==> config.mk <==
export PLATFORM = sky130hd
export DESIGN_NAME = fru_pla_seq_unit
export DESIGN_NICKNAME = d
export VERILOG_FILES = /design/src/rtl/fru_pla_seq_unit.sv
export SDC_FILE = /design/constraint.sdc
export NUM_CORES = 1
export LEC_CHECK = 0
export BUFFER_PORTS_ARGS = -buffer_cell sky130_fd_sc_hd__buf_2
export CAP_MARGIN = 0
export CORE_MARGIN = 4
export CORE_UTILIZATION = 33
export DETAILED_ROUTE_END_ITERATION = 8
export HOLD_SLACK_MARGIN = 0.06
export PLACE_DENSITY = 0.48
export SYNTH_ARGS = -nofsm -noshare
export SYNTH_HDL_FRONTEND = slang
export SYNTH_SLANG_ARGS = --single-unit
==> constraint.sdc <==
create_clock -name clk -period 3.9 [get_ports clk]
set_clock_uncertainty 0.1 [all_clocks]
set_input_delay 0.195 -clock clk [delete_from_list [all_inputs] [get_ports clk]]
set_output_delay 0.195 -clock clk [all_outputs]
set_load 0.05 [all_outputs]
==> src/rtl/fru_pla_seq_unit.sv <==
// fru_pla_seq_unit: multi-channel registered PLA trigger with an ordered-hit sequencer
//   clk, rst          clock, asynchronous active-high reset
//   Inp               observable signals, sampled every cycle
//   CfgValid/Addr/Data  config write; Addr<NUM_CHANNELS -> channel shadow, ==NUM_CHANNELS -> control
//   CfgReady          write accepted (1 from the first edge after reset)
//   CfgErr            one-cycle pulse on a write to an unmapped address
//   ChanHit           registered per-channel PLA result
//   Stage             index of the channel the sequencer is waiting on
//   Trigger           one-cycle pulse when the sequence completes
//   FireCount         saturating count of Trigger pulses
module fru_pla_seq_unit #(
    parameter int INPUT_SIZE   = 8,
    parameter int SEGMENT_SIZE = 2,
    parameter int NUM_CHANNELS = 4,
    parameter int WINDOW_W     = 4,
    parameter int COUNT_W      = 8,
    localparam int SEL_W  = $clog2(INPUT_SIZE),
    localparam int MT_W   = 2**SEGMENT_SIZE,
    localparam int CFG_W  = SEGMENT_SIZE*SEL_W + MT_W,
    localparam int STG_W  = $clog2(NUM_CHANNELS),
    localparam int ADDR_W = STG_W + 1
) (
    input  logic                    clk,
    input  logic                    rst,
    input  logic [INPUT_SIZE-1:0]   Inp,
    input  logic                    CfgValid,
    input  logic [ADDR_W-1:0]       CfgAddr,
    input  logic [CFG_W-1:0]        CfgData,
    output logic                    CfgReady,
    output logic                    CfgErr,
    output logic [NUM_CHANNELS-1:0] ChanHit,
    output logic [STG_W-1:0]        Stage,
    output logic                    Trigger,
    output logic [COUNT_W-1:0]      FireCount
);
    localparam logic [ADDR_W-1:0] CTL_ADDR = ADDR_W'(NUM_CHANNELS);

    logic [CFG_W-1:0]        shadow [NUM_CHANNELS];
    logic [CFG_W-1:0]        active [NUM_CHANNELS];
    logic                    enable;
    logic [WINDOW_W-1:0]     window, wcnt, wcnt_n;
    logic [STG_W-1:0]        len_m1, stage_n;
    logic [NUM_CHANNELS-1:0] hit;
    logic                    fire;

    logic wr, ctl_wr, ch_wr, commit;
    logic [STG_W-1:0] new_len_m1;
    assign wr         = CfgValid & CfgReady;
    assign ctl_wr     = wr && CfgAddr == CTL_ADDR;
    assign ch_wr      = wr && CfgAddr < CTL_ADDR;
    assign commit     = ctl_wr & CfgData[1];
    assign new_len_m1 = CfgData[2+WINDOW_W +: STG_W];

    // Selected inputs form the minterm index, so OR-ing the enabled minterms
    // reduces to picking one bit of the OR select.
    for (genvar c = 0; c < NUM_CHANNELS; c++) begin : g_ch
        logic [SEGMENT_SIZE-1:0] idx;
        logic [MT_W-1:0]         orsel;
        for (genvar k = 0; k < SEGMENT_SIZE; k++) begin : g_sel
            assign idx[k] = Inp[active[c][k*SEL_W +: SEL_W]];
        end
        assign orsel  = active[c][CFG_W-1 -: MT_W];
        assign hit[c] = orsel[idx];
    end

    always_ff @(posedge clk or posedge rst) begin
        if (rst) begin
            for (int i = 0; i < NUM_CHANNELS; i++) begin
                shadow[i] <= '0;
                active[i] <= '0;
            end
            enable   <= 1'b0;
            window   <= '0;
            len_m1   <= '0;
            CfgReady <= 1'b0;
            CfgErr   <= 1'b0;
        end else begin
            CfgReady <= 1'b1;
            CfgErr   <= wr && CfgAddr > CTL_ADDR;
            if (ch_wr)
                shadow[CfgAddr[STG_W-1:0]] <= CfgData;
            if (ctl_wr) begin
                enable <= CfgData[0];
                window <= CfgData[2 +: WINDOW_W];
                len_m1 <= new_len_m1;
            end
            if (commit)
                for (int i = 0; i < NUM_CHANNELS; i++)
                    active[i] <= shadow[i];
        end
    end

    always_ff @(posedge clk or posedge rst) begin
        if (rst) begin
            ChanHit   <= '0;
            Stage     <= '0;
            wcnt      <= '0;
            Trigger   <= 1'b0;
            FireCount <= '0;
        end else begin
            ChanHit   <= hit;
            Stage     <= stage_n;
            wcnt      <= wcnt_n;
            Trigger   <= fire;
            FireCount <= (fire && ~&FireCount) ? FireCount + 1'b1 : FireCount;
        end
    end

    always_comb begin
        stage_n = Stage;
        wcnt_n  = wcnt;
        fire    = 1'b0;
        if (!enable) begin
            stage_n = '0;
            wcnt_n  = '0;
        end else if (ChanHit[Stage] && Stage == len_m1) begin
            fire    = 1'b1;
            stage_n = '0;
            wcnt_n  = '0;
        end else if (ChanHit[Stage]) begin
            stage_n = Stage + 1'b1;
            wcnt_n  = window;
        end else if (Stage != '0 && window != '0) begin
            stage_n = (wcnt == WINDOW_W'(1)) ? '0 : Stage;
            wcnt_n  = (wcnt == WINDOW_W'(1)) ? '0 : wcnt - 1'b1;
        end
        // Commit restarts the sequence and drops any completion in flight;
        // a shrinking SeqLen must not leave the stage beyond the new end.
        if (commit) begin
            stage_n = '0;
            wcnt_n  = '0;
            fire    = 1'b0;
        end else if (ctl_wr && new_len_m1 < stage_n) begin
            stage_n = '0;
            wcnt_n  = '0;
        end
    end
endmodule

After elaboration in Yosys (flattened, before gate mapping)
Cells that the tools add are included.

Input port bits: 24. Logic and storage cells: 104. Output and inout bits: 17. Flip-flop bits (word level): 108.

Muxes and demuxes: 46. Reductions and logical operators: 12. Magnitude comparators: 18. Add/subtract/negate cells: 3. Bitwise operators: 3. Equal/unequal tests: 4.

Operator list (number): bitwise mux 40 bit (1); < comparator 3 x 4 -> 1 bit, second input constant (8); 2-to-1 mux 4 bit (7); binary-select mux 1 bit (select 3 bit) (8); demux 10 bit (select 2 bit) (1); 2-to-1 mux 1 bit (16); < comparator 2 x 3 -> 1 bit, second input constant (5); 2-to-1 mux 2 bit (7); binary-select mux 1 bit (select 2 bit) (5); 2-to-1 mux 10 bit (1); adder 8 x 1 -> 8 bit, second input constant (1); logical AND 1 bit (8); AND reduction 8 bit (1); inequality test 6 x 1 -> 1 bit, second input constant (1); equality test 4 x 1 -> 1 bit, second input constant (1); nonzero test 4 bit (1); subtractor 4 x 1 -> 4 bit, second input constant (1); equality test 3 bit, second input constant (1); greater-or-equal comparator 3 bit, second input constant (1); > comparator 3 bit, second input constant (1); < comparator 3 x 1 -> 1 bit, second input constant (1); < comparator 3 bit, second input constant (1); NOT 2 -> 3 bit (1); adder 2 x 1 -> 2 bit, second input constant (1); other kinds (5) (6).

Depth between registers and ports, before layout
Gate-level depths: netlist of run 1.

Depth in word-level cells: 10. Gate-level depth with buffers: 12.

Worst setup path before layout of run 1
Ideal clock, no wire load.

Kind: reg2reg. Start: reg Stage[0]. End: reg Stage[1]. Cell stages (with the launch flop): 10. Data required time: 3.663 ns. Path slack: 1.117 ns. Arrival: 2.546 ns. Clock period less this slack: 2.783 ns. Path through: dfrtp_1 buf_6 mux4_2 a32o_1 nand3_1 ha_1 inv_1 a31oi_4 a2111oi_4 nor3b_1.

Cells in the longest elaborated chain, start to end: 10. Elaborated cells on any way between the ends: 16. Classes of those cells: add/sub: 1; order compare: 1; eq/ne: 1; mux: 9; reduce/logical: 4.

Ends and longest elaborated chain: start: declaration (RTL line 32) `output logic [STG_W-1:0] Stage,`; start signal: assignment (RTL line 102) `Stage <= stage_n;`; nonzero test 2 bit (RTL line 123) `end else if (Stage != '0 && window != '0) begin`; logical AND 1 bit (RTL line 123); 2-to-1 mux 2 bit (RTL line 123); 2-to-1 mux 2 bit (RTL line 120) `end else if (ChanHit[Stage]) begin`; 2-to-1 mux 2 bit * (RTL line 116) `end else if (ChanHit[Stage] && Stage == len_m1) begin`; 2-to-1 mux 2 bit * (RTL line 113) `if (!enable) begin`; < comparator 2 bit (RTL line 133) `end else if (ctl_wr && new_len_m1 < stage_n) begin`; logical AND 1 bit (RTL line 133); 2-to-1 mux 2 bit * (RTL line 133); 2-to-1 mux 2 bit * (RTL line 129) `if (commit) begin`; via stage_n[1] (RTL line 42) `logic [STG_W-1:0] len_m1, stage_n;`.

The timed path passes the listed nets; every way through them passes the cells marked *. The select of a mux whose other input is x is not followed. A chain may end at the register's enable or synchronous reset.

Final worst setup path of run 1
Start: reg window[1]. End: reg Stage[1].

Cells in the longest elaborated chain, start to end: 10.

Ends and longest elaborated chain: start: declaration (RTL line 41) `logic [WINDOW_W-1:0] window, wcnt, wcnt_n;`; start signal: assignment (RTL line 84) `window <= CfgData[2 +: WINDOW_W];`; nonzero test 4 bit * (RTL line 123); logical AND 1 bit * (RTL line 123); 2-to-1 mux 2 bit * (RTL line 123); 2-to-1 mux 2 bit * (RTL line 120); 2-to-1 mux 2 bit * (RTL line 116); 2-to-1 mux 2 bit * (RTL line 113); < comparator 2 bit (RTL line 133); logical AND 1 bit (RTL line 133); 2-to-1 mux 2 bit * (RTL line 133); 2-to-1 mux 2 bit * (RTL line 129); via stage_n[1] (RTL line 42).

The timed path passes the listed nets; every way through them passes the cells marked *.

==> results of run 1 <==
==> cell type report <==
class                      instances  share of cell area (%)
inverter                          10                  0.6923
clock inverter                     6                   1.493
timing repair buffer              52                   5.409
tap                              184                   3.981
sequential                       108                   46.73
multi-input combinational        217                   37.56
clock buffer                      10                   4.132
==> sequential cells by signal (all words and copies together), names as in the netlist <==
signal / cells
shadow: 40
FireCount: 8
window: 4
CfgReady: 1
Stage: 2
len_m1: 2
enable: 1
ChanHit: 4
wcnt: 4
CfgErr: 1
Trigger: 1
active: 40
==> repair_timing <==
action | in CTS | in global routing
buffers inserted | 0 | 0
hold endpoints to repair | 60 | 0
hold buffers | 9 | 0
==> metal layers <==
layer,wire [um],GRT usage (%)
met3,337,2.805
met1,5068,18.34
met2,4827,20.11
met5,0,0
met4,150,4.356
==> path summary, 6_finish.rpt <==
check	to	slack, ns	cells after the start
min in group asynchronous	wcnt[3]$_DFFE_PP0P_	0.35	3
worst min-delay path	shadow[25]$_DFFE_PP0P_	0.08	2
worst max register to register	Stage[1]$_DFF_PP0_	1.24	9
worst max-delay path	Stage[1]$_DFF_PP0_	1.24	9
worst min register to register	FireCount[5]$_DFFE_PP0P_	0.39	1
max in group asynchronous	active[22]$_DFFE_PP0P_	2.45	4
==> stage by stage <==
step                      cells  worst slack, ns  area, um^2  total power [W]  hold WS [ns]
after floorplan             346           0.7594        4967         0.002021        0.2443
after global placement      562            1.293        5368         0.002190        0.1900
after detailed placement    562            1.238        5368         0.002209        0.1940
after CTS                   587            1.231        5783         0.003232       0.07091
after global routing        587            1.097        5783         0.003360       0.08519
final                       587            1.238        5783         0.003182       0.07932
==> placed cells by master (no fill, tap or decap), types with 3 or more instances in the layout <==
cell type,instances
a21oi_1,4
a2bb2oi_1,3
a31oi_1,3
buf_2,40
buf_4,3
clkbuf_16,9
dfrtp_1,108
dlygate4sd3_1,9
ha_1,5
inv_1,9
mux2_2,88
mux2i_1,16
mux4_2,17
nand2_1,19
nand3_1,8
nand4_1,3
nor2_1,11
nor3_1,5
o21ai_0,7
xnor2_1,7
==> worst register-to-register path, cell delays in order, from the launching register on <==
cell and delay, ns:
dfrtp_1 0.40, or4_4 0.58, nand3_1 0.14, a32o_1 0.19, nand3_1 0.08, ha_1 0.34
inv_1 0.11, a31oi_4 0.05, a2111oi_4 0.45, nor3b_1 0.10
==> power groups by stage <==
| stage | logic [W] | registers, W | clock network, W |
|---|---|---|---|
| 2_1_floorplan | 0.000462 | 0.00156 | 0 |
| 3_3_place_gp | 0.000676 | 0.00151 | 0 |
| 3_5_place_dp | 0.000684 | 0.00153 | 0 |
| 4_1_cts | 0.000692 | 0.00151 | 0.00103 |
| 5_1_grt | 0.000748 | 0.00154 | 0.00108 |
| 6_report | 0.000680 | 0.00150 | 0.000998 |
==> kinds of logic (layout without fill, tap and decap cells) <==
group / after synthesis / in the layout / synth area share [%]
and+or+nand+nor: 60 / 60 / 6.549
DFF: 108 / 108 / 54.41
adders and majority gates: 5 / 5 / 1.259
muxes: 121 / 121 / 30.88
buffers and inverters: 21 / 78 / 1.864
other: 1 / 1 / 0.07549
AOI/OAI and AO/OA: 21 / 21 / 3.376
xor gates and xnor gates: 9 / 9 / 1.587
==> reports/metrics.yaml, run 1 <==
setup_path:
  path_cells: "or4_4 -> nand3_1 -> a32o_1 -> nand3_1 -> ha_1 -> inv_1 -> a31oi_4 -> a2111oi_4 -> nor3b_1"
  cpMostUsedCell: "nand3_1"
  critical_path_class: "reg2reg"
  cp.arrival_ns: 2.78
  cp-start-kind: "register"
  cp.required_ns: 4.02
  startpoint: "window[1]$_DFFE_PP0P_"
  slowest_stage: "or4_4"
  r2r_start: "window[1]$_DFFE_PP0P_"
  worst_path_largest_cell_delay_ns: 0.58
  critical_path.max_fanout: 5
  critPathTopFamily: "simple AND/OR/NAND/NOR gates"
  cp-end-kind: "register"
  path_buf_inv: 1
power:
  power_density_mw_per_mm2: 550.2
  ir_drop_uv: 240.3
  power.internal_w: 0.002265
  switching_share_pct: 28.82
  p_clk_share_pct: 31.4
  cellLeakagePower_nw: 2.621
  p_seq_share_pct: 47.3
  combPwrFrac_pct: 21.4
  p_switching_w: 0.0009171
cells_and_area:
  antenna_cells: 0
  multi_input_area_mm2: 0.002172
  regArea_mm2: 0.002703
  syn2layout_area_growth_pct: 16.42
  drive_above_1_share_pct: 42.43
  nFillCells: 1377
  post-route-util_pct: 39.49
  final_nets: 427
clock_tree:
  cts_resized: 0
  cts.sinks: 108
  root_buffer: "clkbuf_16"
  cts-buffers-inserted: 9
  clkTransAtPathRegs_ns: 0.07
  cts_tree: "done"
  clockBufferDepth: 2
  clk_latency_ns: 0.35
  cts-htree-levels: 3
timing:
  period_minus_slack_ns: 2.662
  period_share_pct: 68.26
  hold_viol: 0
  tightest_slew_ns: 0.7307
  drv_slew: 0
  setup_tns_ns: 0
  grt_setup_unrepaired: "false"
  max_freq_ghz: 0.3756
  slew_headroom_pct: 51.24
  setup_viol: 0
die:
  start_util_pct: 33.92
  die-height_um: 130.7
  rows: 44
  die_x_um: 130.7
  io_pins: 41
  fp.dieArea_mm2: 0.01708
  coreArea_mm2: 0.01464
global_routing:
  grt_pass1_vias: 2982
  grt_max_degree: 44
  grt_antenna_before_repair: 0
  track_usage_pct: 13.03
  grt_pass1_wl_mm: 16.72
  grt_overflow: 0
drt:
  drt_iter0_drc: 124
  wl_mm: 10.38
  drtAntennaViolNets: 0
  via_count: 2944
  dr.pass1.iters: 4
  avgViaCountPerCell: 5.015
  drc_errors: 0
  drt-wirelength-per-cell_um: 17.69
placed_design:
  port_buffers: 40
  hpwl_mm: 7.148
  gp_congestion: 0.7685
logic_synthesis:
  avgSynthCellArea_um2: 14.36
  yosys-top-cells-area: "dfrtp_1 54%, mux2_2 20%, mux4_2 7.7%, mux2i_1 3.2%, nand2_1 1.4%"
  yosysMostFrequentCell: "dfrtp_1"
  ys_seq_elements: 108
  synth_top_cells_by_count: "108 x dfrtp_1, 88 x mux2_2, 19 x nand2_1, 17 x mux4_2, 16 x mux2i_1"
  syn_inst: 346
  async_reset_ff_share_pct: 100.0
  synth-main-ff-cell: "dfrtp_1"
  synth-seq-area-share_pct: 54.41
  synth_area_leader_cell: "dfrtp_1"
  synth.distinct_cells: 36
  synth_warnings: 0
  yosys.area.top_type_share_pct: 54.41
  syn_nets: 375
  netlist_area_mm2: 0.004967
  synth_edf_count: 0
run:
  maxCapViolations: 0
worst_hold_path:
  holdCritStartpoint: "CfgData[5]"
  hp-class: "in2reg"
outcome:
  outcome: "finished, final reports clean"
Power figures use the tool's default switching activity.
==> run 2: changes to the inputs <==
- ABC_AREA: unset -> 1
- PLACE_DENSITY: 0.48 -> 0.5
- clock period: 3.9 -> 2.35 ns (I/O delays scaled with it)
==> reports/metrics.yaml, run 2 <==
placed_design:
  dp_slack_ns: 0.2950  # -0.9426 ns
  port_buffers: 40  # unchanged
  hpwl_mm: 8.624  # +21%
  gp_congestion: 0.8352  # +8.7%
  dp.cells: 817  # +45%
timing:
  slew_headroom_pct: 49.00  # -2.2 points
  period_share_pct: 88.68  # +20 points
  setup_viol: 0  # unchanged
  hold_viol: 0  # unchanged
  fin_ws_ns: 0.2659  # -0.9720 ns
  drv_slew: 0  # unchanged
  grt_setup_unrepaired: "false"
  setup_tns_ns: 0  # unchanged
  max_freq_ghz: 0.4798  # +28%
  tightest_slew_ns: 0.7631  # +0.03240 ns
  period_minus_slack_ns: 2.084  # -0.5780 ns
logic_synthesis:
  synth_edf_count: 0  # unchanged
  synth.distinct_cells: 29  # -19%
  synth_top_cells_by_count: "169 x nand2_1, 116 x o21ai_0, 108 x dfrtp_1, 65 x inv_1, 40 x a21oi_1"
  async_reset_ff_share_pct: 100.0  # unchanged
  synth-seq-area-share_pct: 53.73  # -0.68 points
  yosys-top-cells-area: "dfrtp_1 54%, nand2_1 13%, o21ai_0 12%, inv_1 4.9%, a21oi_1 4.0%"
  ys_seq_elements: 108  # unchanged
  synth_area_leader_cell: "dfrtp_1"
  synth_warnings: 0  # unchanged
  syn_nets: 637  # +70%
  netlist_area_mm2: 0.005030  # +1.3%
  synth-main-ff-cell: "dfrtp_1"
  yosysMostFrequentCell: "nand2_1"
  yosys.area.top_type_share_pct: 53.73  # -0.68 points
  avgSynthCellArea_um2: 8.273  # -42%
  syn_inst: 608  # +76%
global_routing:
  grt_overflow: 0  # unchanged
  grt_max_degree: 109  # +150%
  grt_pass1_vias: 4049  # +36%
  grt_pass1_wl_mm: 21.03  # +26%
  track_usage_pct: 15.11  # +2.1 points
  grt_antenna_before_repair: 0  # unchanged
die:
  io_pins: 41  # unchanged
  die-height_um: 131.5  # +0.59%
  die_x_um: 131.5  # +0.59%
  start_util_pct: 34.09  # +0.17 points
  fp.dieArea_mm2: 0.01728  # +1.2%
  rows: 44  # unchanged
  coreArea_mm2: 0.01475  # +0.75%
cells_and_area:
  nFillCells: 1529  # +11%
  largestRegisters: "active x40, shadow x40, FireCount x8"
  mostFrequentLayoutCell: "nand2_1"
  drive_above_1_share_pct: 11.87  # -31 points
  layoutNonFillerInstCount: 841  # +43%
  post-route-util_pct: 39.31  # -0.18 points
  layout_common_cells: "169 x nand2_1, 116 x o21ai_0, 108 x dfrtp_1, 64 x inv_1"
  final_nets: 682  # +60%
  antenna_cells: 0  # unchanged
  syn2layout_area_growth_pct: 15.32
clock_tree:
  clkTransAtPathRegs_ns: 0.07  # about the same
  clockBufferDepth: 2  # unchanged
  cts-htree-levels: 3  # unchanged
  post_cts_buffers: 0  # unchanged
  cts_tree: "done"
  cts-buffers-inserted: 9  # unchanged
  cts_resized: 0  # unchanged
  root_buffer: "clkbuf_16"
  ctsHoldBuffers: 9  # unchanged
  clk_latency_ns: 0.35  # about the same
  cts.sinks: 108  # unchanged
worst_hold_path:
  holdCritStartpoint: "CfgData[4]"
  hp-class: "in2reg"
drt:
  via_count: 4068  # +38%
  wl_mm: 12.52  # +21%
  drtAntennaViolNets: 0  # unchanged
  drt_iter0_drc: 308  # +150%
  avgViaCountPerCell: 4.837  # -3.6%
  dr.pass1.iters: 5  # +1
  drt-wirelength-per-cell_um: 14.89  # -16%
  drc_errors: 0  # unchanged
setup_path:
  startpoint: "Stage[0]$_DFF_PP0_"
  critical_path.max_fanout: 9  # +4
  critical_path_class: "reg2reg"
  cp-start-kind: "register"
  cp.required_ns: 2.53  # -1.49 ns
  r2r_start: "Stage[0]$_DFF_PP0_"
  cp-end-kind: "register"
  cp.arrival_ns: 2.27  # -0.51 ns
power:
  ir_drop_uv: 423.4  # +76%
  cellLeakagePower_nw: 2.896  # +10%
  power_density_mw_per_mm2: 955.7  # +74%
run:
  maxCapViolations: 0  # unchanged
outcome:
  outcome: "finished, final reports clean"
-- run 2: changes by cell type after synthesis, moves of 5 or more --
cell,delta
inv_1,+55
a21oi_1,+36
clkbuf_1,+11
o21ai_0,+109
mux4_2,-17
mux2i_1,-16
nand2_2,+5
nand2_1,+150
mux2_2,-88
nand3_1,+25
-- run 2: layout make-up --
type | count | area [um^2] | area share, %
inverter | 67 | 257.7 | 4.443
timing repair buffer | 55 | 360.3 | 6.212
clock buffer | 11 | 242.7 | 4.185
clock inverter | 4 | 26.28 | 0.4530
tap | 184 | 230.2 | 3.969
sequential | 108 | 2703 | 46.59
multi-input combinational | 412 | 1981 | 34.15
-- run 2: cell families after synthesis --
group                    synth area share [%]
AO/OA/AOI/OAI                           16.39
XOR/XNOR                                1.393
adder cells (fa/ha/maj)                 1.244
buffers and inverters                   6.890
flip-flops                              53.73
other                                 0.07456
AND/OR/NAND/NOR                         20.27
-- run 2: critical path: stages (launching register included) --
cell,delay [ns]
dfrtp_1,0.46
inv_2,0.14
ha_1,0.20
inv_1,0.05
nand3_1,0.10
inv_1,0.05
o22ai_1,0.15
nand3_1,0.10
ha_1,0.28
nand2_1,0.06
nand2_2,0.14
nand2_1,0.09
nor2_1,0.10
-- run 2: final timing paths --
check	to	slack, ns	cells past startpoint
hold reg to reg	active[33]$_DFFE_PP0P_	0.38	2
setup / recovery	Stage[0]$_DFF_PP0_	0.27	12
min in group asynchronous	FireCount[3]$_DFFE_PP0P_	0.37	4
setup reg to reg	Stage[0]$_DFF_PP0_	0.27	12
max in group asynchronous	shadow[20]$_DFFE_PP0P_	1.34	4
hold / removal	shadow[24]$_DFFE_PP0P_	0.06	3
-- run 2: report_power, final --
group | total (W) | switching (W) | internal (W)
clock | 0.00141 | 0.000667 | 0.000741
combinational | 0.00156 | 0.00102 | 0.000546
sequential | 0.00257 | 0.000307 | 0.00226
-- run 2: metrics by stage --
stage	instance area, um^2	total power [W]	hold slack (ns)
floorplan	5034	0.003739	0.1385
global placement	5441	0.004138	0.2275
global route	5801	0.005983	0.07472
finish	5801	0.005543	0.05924
CTS	5801	0.005619	0.06435
detailed placement	5441	0.004169	0.2445
-- run 2: metal layers --
layer / wire (um) / up-vias / GRT usage (%)
met3: 574 / 19 / 2.752
li1: - / 2052 / -
met5: 0 / - / 0
met1: 6133 / 1914 / 21.58
met4: 274 / 0 / 6.009
met2: 5540 / 83 / 22.78
==> run 3: changes to the inputs <==
- PLACE_DENSITY: 0.5 -> 0.56
==> reports/metrics.yaml, run 3 (synthesis gave the netlist of run 2 again) <==
setup_path:
  critical_path.max_fanout: 9  # unchanged
  cp.required_ns: 2.50  # -0.03 ns
  critical_path_class: "reg2reg"
  critPathTopFamily: "simple AND/OR/NAND/NOR gates"
  cp.arrival_ns: 2.30  # +0.03 ns
  path_buf_inv: 3  # unchanged
  cp-start-kind: "register"
  path_cells: "inv_1 -> ha_1 -> inv_1 -> nor3_1 -> nand3_1 -> inv_1 -> o22ai_1 -> nand3_1 -> ha_1 -> nand2_1 -> nand2_2 -> nand3_1 -> nand2_1"
  cp-end-kind: "register"
  slowest_stage: "dfrtp_1"
  worst_path_largest_cell_delay_ns: 0.40  # -0.06 ns
outcome:
  outcome: "finished, final reports clean"
clock_tree:
  cts.sinks: 108  # unchanged
  root_buffer: "clkbuf_16"
  cts-buffers-inserted: 9  # unchanged
  cts-htree-levels: 3  # unchanged
  clkTransAtPathRegs_ns: 0.07  # about the same
  clk_latency_ns: 0.36  # about the same
  cts_resized: 0  # unchanged
  ctsHoldBuffers: 12  # +3
  clockBufferDepth: 2  # unchanged
  post_cts_buffers: 0  # unchanged
  cts_tree: "done"
placed_design:
  gp_congestion: 0.8438  # +1.0%
  port_buffers: 40  # unchanged
  dp.cells: 820  # +0.37%
  hpwl_mm: 9.133  # +5.9%
timing:
  setup_tns_ns: 0  # unchanged
  hold_ws_ns: 0.06607  # +0.006827 ns
  period_share_pct: 91.84  # +3.2 points
  slew_headroom_pct: 53.02  # +4.0 points
  hold_viol: 0  # unchanged
  period_minus_slack_ns: 2.158  # +0.07420 ns
  max_freq_ghz: 0.4633  # -3.4%
  drv_slew: 0  # unchanged
  tightest_slew_ns: 0.7030  # -0.06009 ns
  grt_setup_unrepaired: "false"
  setup_viol: 0  # unchanged
power:
  ir_drop_uv: 408.9  # -3.4%
  cellLeakagePower_nw: 2.926  # +1.0%
  power_density_mw_per_mm2: 957.7  # +0.21%
  p_total_w: 0.005614  # +1.3%
global_routing:
  grt_overflow: 0  # unchanged
  track_usage_pct: 15.34  # +0.24 points
  grt_pass1_vias: 4222  # +4.3%
  grt_pass1_wl_mm: 21.47  # +2.1%
  grt_max_degree: 67  # -39%
  grt_antenna_before_repair: 0  # unchanged
cells_and_area:
  layoutNonFillerInstCount: 847  # +0.71%
  antenna_cells: 0  # unchanged
  drive_above_1_share_pct: 12.37  # +0.50 points
  final_nets: 688  # +0.88%
  mostFrequentLayoutCell: "nand2_1"
  syn2layout_area_growth_pct: 16.54
  largestRegisters: "active x40, shadow x40, FireCount x8"
  layout_common_cells: "169 x nand2_1, 116 x o21ai_0, 108 x dfrtp_1, 64 x inv_1"
die:
  coreArea_mm2: 0.01475  # unchanged
  io_pins: 41  # unchanged
  start_util_pct: 34.09  # unchanged
  die-height_um: 131.5  # unchanged
  fp.dieArea_mm2: 0.01728  # unchanged
  die_x_um: 131.5  # unchanged
  rows: 44  # unchanged
drt:
  dr.pass1.iters: 4  # -1
  drt_iter0_drc: 338  # +9.7%
  drc_errors: 0  # unchanged
  drtAntennaViolNets: 0  # unchanged
  drt-wirelength-per-cell_um: 15.11  # +1.5%
  avgViaCountPerCell: 4.903  # +1.4%
  via_count: 4153  # +2.1%
  wl_mm: 12.80  # +2.2%
run:
  maxCapViolations: 0  # unchanged
worst_hold_path:
  hp-class: "in2reg"
run 3: tightest hold or removal path: stages:
cell	delay, ns
buf_2	0.07
inv_1	0.11
o21ai_0	0.18
run 3: path summary, 6_finish.rpt:
kind	to	cells after the start	from	slack (ns)
max	wcnt[1]$_DFFE_PP0P_	13	wcnt[1]$_DFFE_PP0P_	0.19
min	shadow[4]$_DFFE_PP0P_	3	CfgData[4]	0.07
max reg2reg	wcnt[1]$_DFFE_PP0P_	13	wcnt[1]$_DFFE_PP0P_	0.19
min reg2reg	active[7]$_DFFE_PP0P_	2	shadow[7]$_DFFE_PP0P_	0.38
max in group asynchronous	shadow[34]$_DFFE_PP0P_	4	rst	1.15
min in group asynchronous	active[33]$_DFFE_PP0P_	3	rst	0.31
run 3: layout make-up:
cell class / count / area (um^2)
fill: 1479 / 8892
sequential: 108 / 2703
multi-input combinational: 412 / 1981
timing repair buffer: 61 / 412.9
inverter: 67 / 257.7
clock buffer: 10 / 239.0
tap: 184 / 230.2
clock inverter: 5 / 38.79
run 3: layer usage:
metal | routed length (um) | track usage (%)
met5 | 0 | 0
met4 | 244 | 5.484
met3 | 442 | 3.326
met2 | 5907 | 24.53
met1 | 6203 | 20.66
run 3: through the flow:
step	area, um^2	setup WS (ns)	util, %
floorplan	5034	0.1409	-
global placement	5464	0.3366	37.03
detailed placement	5464	0.2577	37.03
CTS	5862	0.2312	39.73
global route	5862	0.03752	39.73
finish	5862	0.1917	39.73
run 3: power by group:
part	total (W)	switching, W	internal [W]
Clock	0.00144	0.000692	0.000746
Sequential	0.00257	0.000309	0.00226
Combinational	0.00160	0.00105	0.000553
